[config.mk]
export PLATFORM = sky130hd
export DESIGN_NAME = dac_spi_writer
export DESIGN_NICKNAME = d
export VERILOG_FILES = /design/src/rtl/dac_spi_writer_pkg.sv /design/src/rtl/dac_spi_writer_phase_timer.sv /design/src/rtl/dac_spi_writer.sv
export SDC_FILE = /design/constraint.sdc
export NUM_CORES = 1
export LEC_CHECK = 0
export ABC_AREA = 0
export CAP_MARGIN = 20
export CORE_MARGIN = 2
export CORE_UTILIZATION = 41
export CTS_BUF_LIST = sky130_fd_sc_hd__clkbuf_16
export DETAILED_ROUTE_END_ITERATION = 6
export HOLD_SLACK_MARGIN = 0.06
export PLACE_DENSITY_LB_ADDON = 0.05
export SLEW_MARGIN = 10
export SYNTH_ARGS = -nofsm -noshare
export SYNTH_HDL_FRONTEND = slang
export SYNTH_SLANG_ARGS = --single-unit
[constraint.sdc]
create_clock -name clk -period 1.9 [get_ports clk]
set_input_delay 0.38 -clock clk [delete_from_list [all_inputs] [get_ports clk]]
set_output_delay 0.38 -clock clk [all_outputs]
set_load 0.05 [all_outputs]
[src/rtl/dac_spi_writer_pkg.sv]
// Shared constants for the MCP4921-class DAC writer: state encoding,
// command-nibble bits and frame geometry.
package dac_spi_writer_pkg;

  localparam logic [2:0] ST_IDLE   = 3'd0;
  localparam logic [2:0] ST_SETUP  = 3'd1;
  localparam logic [2:0] ST_SCK_LO = 3'd2;
  localparam logic [2:0] ST_SCK_HI = 3'd3;
  localparam logic [2:0] ST_HOLD   = 3'd4;
  localparam logic [2:0] ST_LDAC   = 3'd5;

  typedef enum logic [2:0] {
    IDLE   = ST_IDLE,
    SETUP  = ST_SETUP,
    SCK_LO = ST_SCK_LO,
    SCK_HI = ST_SCK_HI,
    HOLD   = ST_HOLD,
    LDAC   = ST_LDAC
  } state_t;

  // Command nibble, MSB first: A/B select, buffer, gain select (1 = 1x), shutdown (1 = active)
  localparam logic DAC_A  = 1'b0;
  localparam logic BUF    = 1'b0;
  localparam logic GAIN1X = 1'b1;
  localparam logic ACTIVE = 1'b1;
  localparam logic [3:0] CONFIG_DEFAULT = {DAC_A, BUF, GAIN1X, ACTIVE};

  localparam int FRAME_BITS = 16;
  localparam int DATA_BITS  = 12;
  localparam logic [4:0] LAST_BIT = 5'(FRAME_BITS - 1);

  function automatic logic [FRAME_BITS-1:0] build_word(input logic [3:0] cfg,
                                                       input logic [DATA_BITS-1:0] value);
    return {cfg, value};
  endfunction

endpackage

[src/rtl/dac_spi_writer_phase_timer.sv]
// Down-counter that times every CLKDIV-long phase of the SPI frame; tc is
// high during the last cycle of the phase that was started by load.
module dac_spi_phase_timer #(
  parameter int CLKDIV = 5
) (
  input  logic clk,
  input  logic rst_n,
  input  logic load,
  output logic tc
);

  localparam int W = $clog2(CLKDIV + 1);
  localparam logic [W-1:0] RELOAD = W'(CLKDIV - 1);

  logic [W-1:0] count;

  always_ff @(posedge clk or negedge rst_n) begin
    if (!rst_n) begin
      count <= '0;
    end else if (load) begin
      count <= RELOAD;
    end else if (count != '0) begin
      count <= count - W'(1);
    end
  end

  assign tc = (count == '0);

endmodule

[src/rtl/dac_spi_writer.sv]
// Serialises {CONFIG, data} to an SPI DAC (mode 0, MSB first), pulses LDAC
// afterwards, and buffers one value that arrives while a frame is running.
module dac_spi_writer
  import dac_spi_writer_pkg::*;
#(
  parameter int         CLKDIV = 5,
  parameter logic [3:0] CONFIG = CONFIG_DEFAULT
) (
  input  logic                 clk,
  input  logic                 rst_n,
  input  logic                 set,
  input  logic [DATA_BITS-1:0] data,
  output logic                 cs_n,
  output logic                 sclk,
  output logic                 mosi,
  output logic                 ldac_n,
  output logic                 busy,
  output logic                 done,
  output logic                 overrun
);

  state_t                state, state_d;
  logic [FRAME_BITS-1:0] shreg, shreg_d;
  logic [FRAME_BITS-1:0] start_word;
  logic [4:0]            bit_cnt, bit_cnt_d;
  logic                  pend_valid, pend_valid_d;
  logic [DATA_BITS-1:0]  pend_data, pend_data_d;
  logic                  mosi_d, done_d, overrun_d;
  logic                  cs_n_d, sclk_d, ldac_n_d, busy_d;
  logic                  phase_load, phase_tc;

  dac_spi_phase_timer #(
    .CLKDIV(CLKDIV)
  ) u_timer (
    .clk  (clk),
    .rst_n(rst_n),
    .load (phase_load),
    .tc   (phase_tc)
  );

  // A buffered value always goes out before a strobe arriving in the same cycle
  always_comb begin
    state_d      = state;
    shreg_d      = shreg;
    bit_cnt_d    = bit_cnt;
    pend_valid_d = pend_valid;
    pend_data_d  = pend_data;
    mosi_d       = mosi;
    done_d       = 1'b0;
    overrun_d    = 1'b0;
    phase_load   = 1'b0;
    start_word   = build_word(CONFIG, pend_valid ? pend_data : data);

    case (state)
      IDLE: begin
        if (pend_valid || set) begin
          state_d    = SETUP;
          shreg_d    = start_word;
          mosi_d     = start_word[FRAME_BITS-1];
          bit_cnt_d  = '0;
          phase_load = 1'b1;
          if (pend_valid) begin
            pend_valid_d = set;
            if (set) begin
              pend_data_d = data;
            end
          end
        end
      end
      SETUP: begin
        if (phase_tc) begin
          state_d    = SCK_LO;
          phase_load = 1'b1;
        end
      end
      SCK_LO: begin
        if (phase_tc) begin
          state_d    = SCK_HI;
          phase_load = 1'b1;
        end
      end
      SCK_HI: begin
        if (phase_tc) begin
          phase_load = 1'b1;
          if (bit_cnt == LAST_BIT) begin
            state_d = HOLD;
          end else begin
            state_d   = SCK_LO;
            bit_cnt_d = bit_cnt + 5'd1;
            shreg_d   = {shreg[FRAME_BITS-2:0], 1'b0};
            mosi_d    = shreg[FRAME_BITS-2];
          end
        end
      end
      HOLD: begin
        if (phase_tc) begin
          state_d    = LDAC;
          phase_load = 1'b1;
          mosi_d     = 1'b0;
        end
      end
      LDAC: begin
        if (phase_tc) begin
          state_d = IDLE;
          done_d  = 1'b1;
        end
      end
      default: begin
        state_d = IDLE;
      end
    endcase

    if (state != IDLE && set) begin
      pend_data_d  = data;
      pend_valid_d = 1'b1;
      overrun_d    = pend_valid;
    end
  end

  // Pin levels follow the state being entered so every output is a flop
  always_comb begin
    cs_n_d   = !(state_d == SETUP || state_d == SCK_LO ||
                 state_d == SCK_HI || state_d == HOLD);
    sclk_d   = (state_d == SCK_HI);
    ldac_n_d = (state_d != LDAC);
    busy_d   = (state_d != IDLE);
  end

  always_ff @(posedge clk or negedge rst_n) begin
    if (!rst_n) begin
      state      <= IDLE;
      shreg      <= '0;
      bit_cnt    <= '0;
      pend_valid <= 1'b0;
      pend_data  <= '0;
    end else begin
      state      <= state_d;
      shreg      <= shreg_d;
      bit_cnt    <= bit_cnt_d;
      pend_valid <= pend_valid_d;
      pend_data  <= pend_data_d;
    end
  end

  always_ff @(posedge clk or negedge rst_n) begin
    if (!rst_n) begin
      cs_n    <= 1'b1;
      sclk    <= 1'b0;
      mosi    <= 1'b0;
      ldac_n  <= 1'b1;
      busy    <= 1'b0;
      done    <= 1'b0;
      overrun <= 1'b0;
    end else begin
      cs_n    <= cs_n_d;
      sclk    <= sclk_d;
      mosi    <= mosi_d;
      ldac_n  <= ldac_n_d;
      busy    <= busy_d;
      done    <= done_d;
      overrun <= overrun_d;
    end
  end

endmodule

==> Yosys cells after proc, flatten, opt, wreduce, memory -nomap -nowiden <==
Cells that the tools add are included.
W data, S select, Z words.
{ "op_classes": {"n_eq_ne": 15, "multipliers": 0, "shifts": 0, "n_div": 0, "n_reduce_logical": 23, "n_addsub": 2, "bitwise": 0, "magnitude_cmp": 0, "n_mux": 38} }
{ "ops": {"columns": ["op", "n"], "rows": [
  ["$mux W12", 6],
  ["$mux W15", 3],
  ["$pmux W15 S2", 1],
  ["$mux W3", 9],
  ["$pmux W3 S6", 1],
  ["$mux W5", 3],
  ["$eq A3 B2 Y1 const B", 4],
  ["$mux W1", 12],
  ["$reduce_bool A2 Y1", 6],
  ["$reduce_bool A3 Y1", 4],
  ["$pmux W5 S2", 1],
  ["$eq A3 B3 Y1 const B", 3],
  ["$ne A2 B2 Y1 const B", 4],
  ["$reduce_and A4 Y1", 2],
  ["$eq A3 B1 Y1 const B", 2],
  ["$logic_not A3 Y1", 2],
  ["$add A5 B1 Y5 const B", 1],
  ["$eq A5 B4 Y1 const B", 1],
  ["$reduce_and A5 Y1", 1],
  ["$logic_or A1 B1 Y1", 4],
  ["$reduce_or A4 Y1", 1],
  ["$ne A3 B3 Y1 const B", 1],
  ["$pmux W1 S3", 1],
  ["$sub A3 B1 Y3 const B", 1],
  ["other kinds (4)", 4]
]} }
{ "word_totals": {"regBits": 46, "output_inout_bits": 7, "n_memories": 0, "ramBits": 0, "rom_bits": 0, "latchBits": 0} }

==> Logic depth before layout (Yosys ltp) <==
{ "logic_depth": {"ltp_word": 9, "depth_mapped": 8, "depth_no_buf": 7} }

==> Hierarchy <==
Synthesis repeated with hierarchy kept, for this count alone.
{ "hier_totals": {"hier_cells": 201, "area_unflattened_um2": 2282.2} }
{ "modules_own_cells": {"columns": ["module", "n_inst", "cells_per_inst", "area_each_um2", "seq_area_each_um2"], "rows": [
  ["dac_spi_writer", 1, 185, 2098.3, 1078.5],
  ["dac_spi_phase_timer", 1, 16, 183.9, 75.1]
]} }

==> Least setup slack after synthesis <==
Ideal clock, no wire load.
{ "synth_path": {"path_type": "register to register", "start": "register bit_cnt[0]", "end": "register shreg[10]", "slack_ns": 0.048, "setup_time_ns": 0.138, "stages_incl_launch_ff": 9, "arrival_time_ns": 1.714, "n_path_buf": 1, "synth_period_minus_slack_ns": 1.852, "path_cell_list": "dfrtp_1 ha_1 and3_1 ha_1 and4bb_2 a2bb2oi_2 buf_2 nand2_1 o211ai_1"} }
{ "synth_between": {"elab_chain_len": 3} }
{ "synth_rtl": {"columns": ["item", "line_no", "text"], "rows": [
  ["from (decl)", "dac_spi_writer.sv:25", "logic [4:0] bit_cnt, bit_cnt_d;"],
  ["from (signal assigned)", "dac_spi_writer.sv:139", "bit_cnt <= bit_cnt_d;"],
  ["$eq A5 B4 Y1", "dac_spi_writer.sv:85", "if (bit_cnt == LAST_BIT) begin"],
  ["$ne A2 B2 Y1 (no source line)", null, null],
  ["$reduce_and A4 Y1 (no source line)", null, null],
  ["to (signal assigned)", "dac_spi_writer.sv:138", "shreg <= shreg_d;"],
  ["to (decl)", "dac_spi_writer.sv:23", "logic [FRAME_BITS-1:0] shreg, shreg_d;"]
]} }
Every way passes these cells.
A chain may end at the register's enable or synchronous reset.

==> Final worst setup path <==
{ "layout_path": {"start": "register bit_cnt[1]", "end": "register shreg[10]"} }
Same word-level chain as after synthesis.

==> results.txt <==
----------------------------------------------------
[Run status]
  Result of the run ... complete, no violations

[Global routing]
  Maximum number of pins on one net before global-route repair ... 25
  Vias in the first global route ... about 1700
  Global routing usage summed across all routing layers ... 0.176
  First-pass GRT wire length ... between 8000 and 9000 um
  Antenna violations before repair ... 0
  Total global routing overflow ... 0

[Die]
  Die width ... approximately 78 um
  Floorplan die area ... 6080 um^2
  Boundary Pins ... 22
  Number of cell rows ... 26
  Core region area ... between 5000 and 6000 um^2
  Starting density of the core ... 0.431
  Die Ht ... just under 80 um

[Placed design]
  Placer Congestion ... between 0.7 and 0.8
  Half-perimeter wire length of the detailed placement result ... 3320 um
  # port buffers ... 21
  Placed cell count ... around 300

[Synth]
  Fraction of synthesized cell area taken by the top area cell type ... 0.491
  Cell taking the most area after synthesis ... sky130_fd_sc_hd__dfrtp_1
  Post-synthesis instance area ... about 2200 um^2
  Proportion of synthesized chip area in sequential cells ... 0.514
  Most repeated cell in the gate-level netlist after synthesis ... sky130_fd_sc_hd__dfrtp_1
  Average instance area after synthesis ... roughly 11 um^2
  Yosys Warn Count ... 0
  Top cells by area, synth ... sky130_fd_sc_hd__dfrtp_1, sky130_fd_sc_hd__mux2_4, sky130_fd_sc_hd__mux2i_1
  List of most frequent post-synthesis cells ... sky130_fd_sc_hd__dfrtp_1, sky130_fd_sc_hd__nand2_1, sky130_fd_sc_hd__o21ai_0, sky130_fd_sc_hd__mux2i_1, sky130_fd_sc_hd__nor2_1
  Cells after synthesis ... 200
  Post-synthesis net count ... 219
  Number of flops mapped to enable cells by yosys ... 0
  Fraction of registers with async set or reset after synthesis ... 1.00
  Number of distinct library cells after synthesis ... a little over 40
  Most frequently used flop master after synthesis ... sky130_fd_sc_hd__dfrtp_1
  Flops & latches, synth ... 46

[Min path]
  Path class of the lowest-slack min-delay path ... in2async

[Pwr]
  Leakage power ... about 1.3 nW
  Peak VDD IR ... between 0.0005 and 0.0006 V
  Ratio of total power to cell area ... ~1400 nW/um^2

[Timing]
  Final Skew ... approximately 0.0057 ns
  Min Clock Period, post-route ... about 1.9 ns
  Achievable Freq ... around 530 MHz
  Worst max-slew margin expressed relative to the limit ... 0.625
  Final setup fails ... 0
  Final slew viol count ... 0
  Transition time at the pin with the least slew margin ... between 0.5 and 0.6 ns
  Final-report hold violation count ... 0
  Share of the cycle needed by the critical path after routing ... 0.995
  Setup repair after global routing missed its margin ... true
  Post-Route Setup TNS ... 0 ns

[Layout]
  Final core area utilization ... 0.562
  Area overhead of the layout relative to synthesis ... 30.3%
  Count of filler cells inserted in the layout ... between 400 and 500
  Number of nets at the end of the flow ... 261
  Antenna diode count ... 0
  Post-route non-filler standard cell count ... between 300 and 400
  Multi-input combinational cell area ... around 1100 um^2
  Share of cells above drive strength 1 ... 0.309
  Sequential cell area ... 1150 um^2

[Clocking]
  Clock tree from TritonCTS ... done
  Sinks on Clock Net ... 46
  Clock buffer count from CTS ... 5
  Clock latency on the worst-skew pair ... 0.28 ns
  Total number of H-tree levels ... 2
  Max Buffers Root-to-Sink ... 2
  Root Buffer Master ... sky130_fd_sc_hd__clkbuf_16
  CTS clock-pin slew for the worst setup and hold paths ... roughly 0.060 ns
  Post-cts hold buffer count ... 0

[Routing]
  Total routed wirelength ... around 5000 um
  Number of DRC violations after detailed-routing iteration 0 ... between 100 and 150
  Total DRC errors in the routed layout ... 0
  First-pass DRT Iterations ... 4
  WL/cell ... between 15 and 20 um
  Remaining antenna violation count after routing ... 0
  Mean number of vias per cell ... 5.28
  Total number of vias ... 1653

[Critical path]
  Crit. End Element ... flop
  Setup crit start kind ... flop
  Critical path fanouts, max ... 8
  Required time at the endpoint of the critical path ... approximately 2.1 ns
  Data arrival time of the worst path ... roughly 2.1 ns
  Crit path kind ... reg2reg
  Reg2reg path depth ... 8

[Job]
  Max_cap viols ... 0

----------------------------------------------------
critical path: stages (launching register included):
cell and delay [ns]:
sky130_fd_sc_hd__dfrtp_1 0.38, sky130_fd_sc_hd__ha_2 0.20, sky130_fd_sc_hd__and3_4 0.20, sky130_fd_sc_hd__ha_4 0.15
sky130_fd_sc_hd__and4bb_2 0.28, sky130_fd_sc_hd__a2bb2oi_4 0.25, sky130_fd_sc_hd__clkbuf_16 0.22, sky130_fd_sc_hd__nand2_2 0.04
sky130_fd_sc_hd__o211ai_1 0.08
per-stage QoR:
stage | instance area (um^2) | total power, W | hold slack (ns) | setup slack (ns)
floorplan | 2240 | 0.00247 | 0.0844 | 0.0478
global placement | 2620 | 0.00292 | 0.398 | -0.00878
detailed placement | 2620 | 0.00299 | 0.407 | -0.0126
CTS | 2780 | 0.00386 | 0.105 | 0.00286
global route | 2920 | 0.00432 | 0.125 | -0.0912
finish | 2920 | 0.00404 | 0.0877 | 0.00948
metal layers:
layer	track usage	routed length, um
met1	0.223	2230
met2	0.301	2560
met3	0.0384	128
met4	0.0526	44
met5	0	0
area by class of cell:
type | count | area share
Sequential cell | 46 | 0.395
Clock inverter | 3 | 0.00385
Multi-Input combinational cell | 137 | 0.371
Tap cell | 70 | 0.0300
Inverter | 5 | 0.00642
Timing Repair Buffer | 47 | 0.151
Clock buffer | 5 | 0.0428
cells in the final DEF (no fill, tap or decap), types with 8 or more instances in the layout:
| master | instances |
|---|---|
| sky130_fd_sc_hd__buf_4 | 24 |
| sky130_fd_sc_hd__nor2_1 | 12 |
| sky130_fd_sc_hd__inv_1 | 8 |
| sky130_fd_sc_hd__clkdlybuf4s50_1 | 17 |
| sky130_fd_sc_hd__nand2_1 | 14 |
| sky130_fd_sc_hd__dfrtp_1 | 44 |
| sky130_fd_sc_hd__mux2_4 | 10 |
| sky130_fd_sc_hd__o21ai_0 | 16 |
| sky130_fd_sc_hd__o211ai_1 | 11 |
| sky130_fd_sc_hd__mux2i_1 | 12 |
cells by family after synthesis:
group | Yosys count | share of synthesized area
compound gates | 47 | 0.137
xor+xnor | 3 | 0.0117
fa+ha+maj | 4 | 0.0223
buf+inv | 17 | 0.0452
flops | 46 | 0.514
mux | 25 | 0.136
simple gates | 58 | 0.134
state kept, by name, summed over array words and instances (netlist names):
name,cells
sclk,1
mosi,1
pend_valid,1
cs_n,1
busy,1
done,1
overrun,1
bit_cnt,5
u_timer.count,3
shreg,15
state,3
ldac_n,1
pend_data,12
worst paths after layout:
path                                  from               end  slack [ns]
worst min-delay path                 rst_n  u_timer.count[2]        0.09
min in group clk                  shreg[0]          shreg[0]        0.49
max in group asynchronous            rst_n          shreg[2]        1.29
worst max-delay path            bit_cnt[1]         shreg[10]       0.009
worst min register to register    shreg[0]          shreg[0]        0.49
worst max register to register  bit_cnt[1]         shreg[10]       0.009
power breakdown:
group / switching [W] / internal (W) / leakage (nW)
logic: 0.000960 / 0.000788 / 0.723
clock network: 0.000349 / 0.000473 / 0.0776
registers: 0.000179 / 0.00129 / 0.543
total: 0.00149 / 0.00255 / 1.34
timing repair:
action | CTS | global route
pin swaps | 0 | 7
cloned | 0 | 1
resized for setup | 4 | 19
endpoints found under the setup margin | 4 | 22
buffers inserted | 0 | 5
Note: power is estimated with default switching activity, not from simulation.
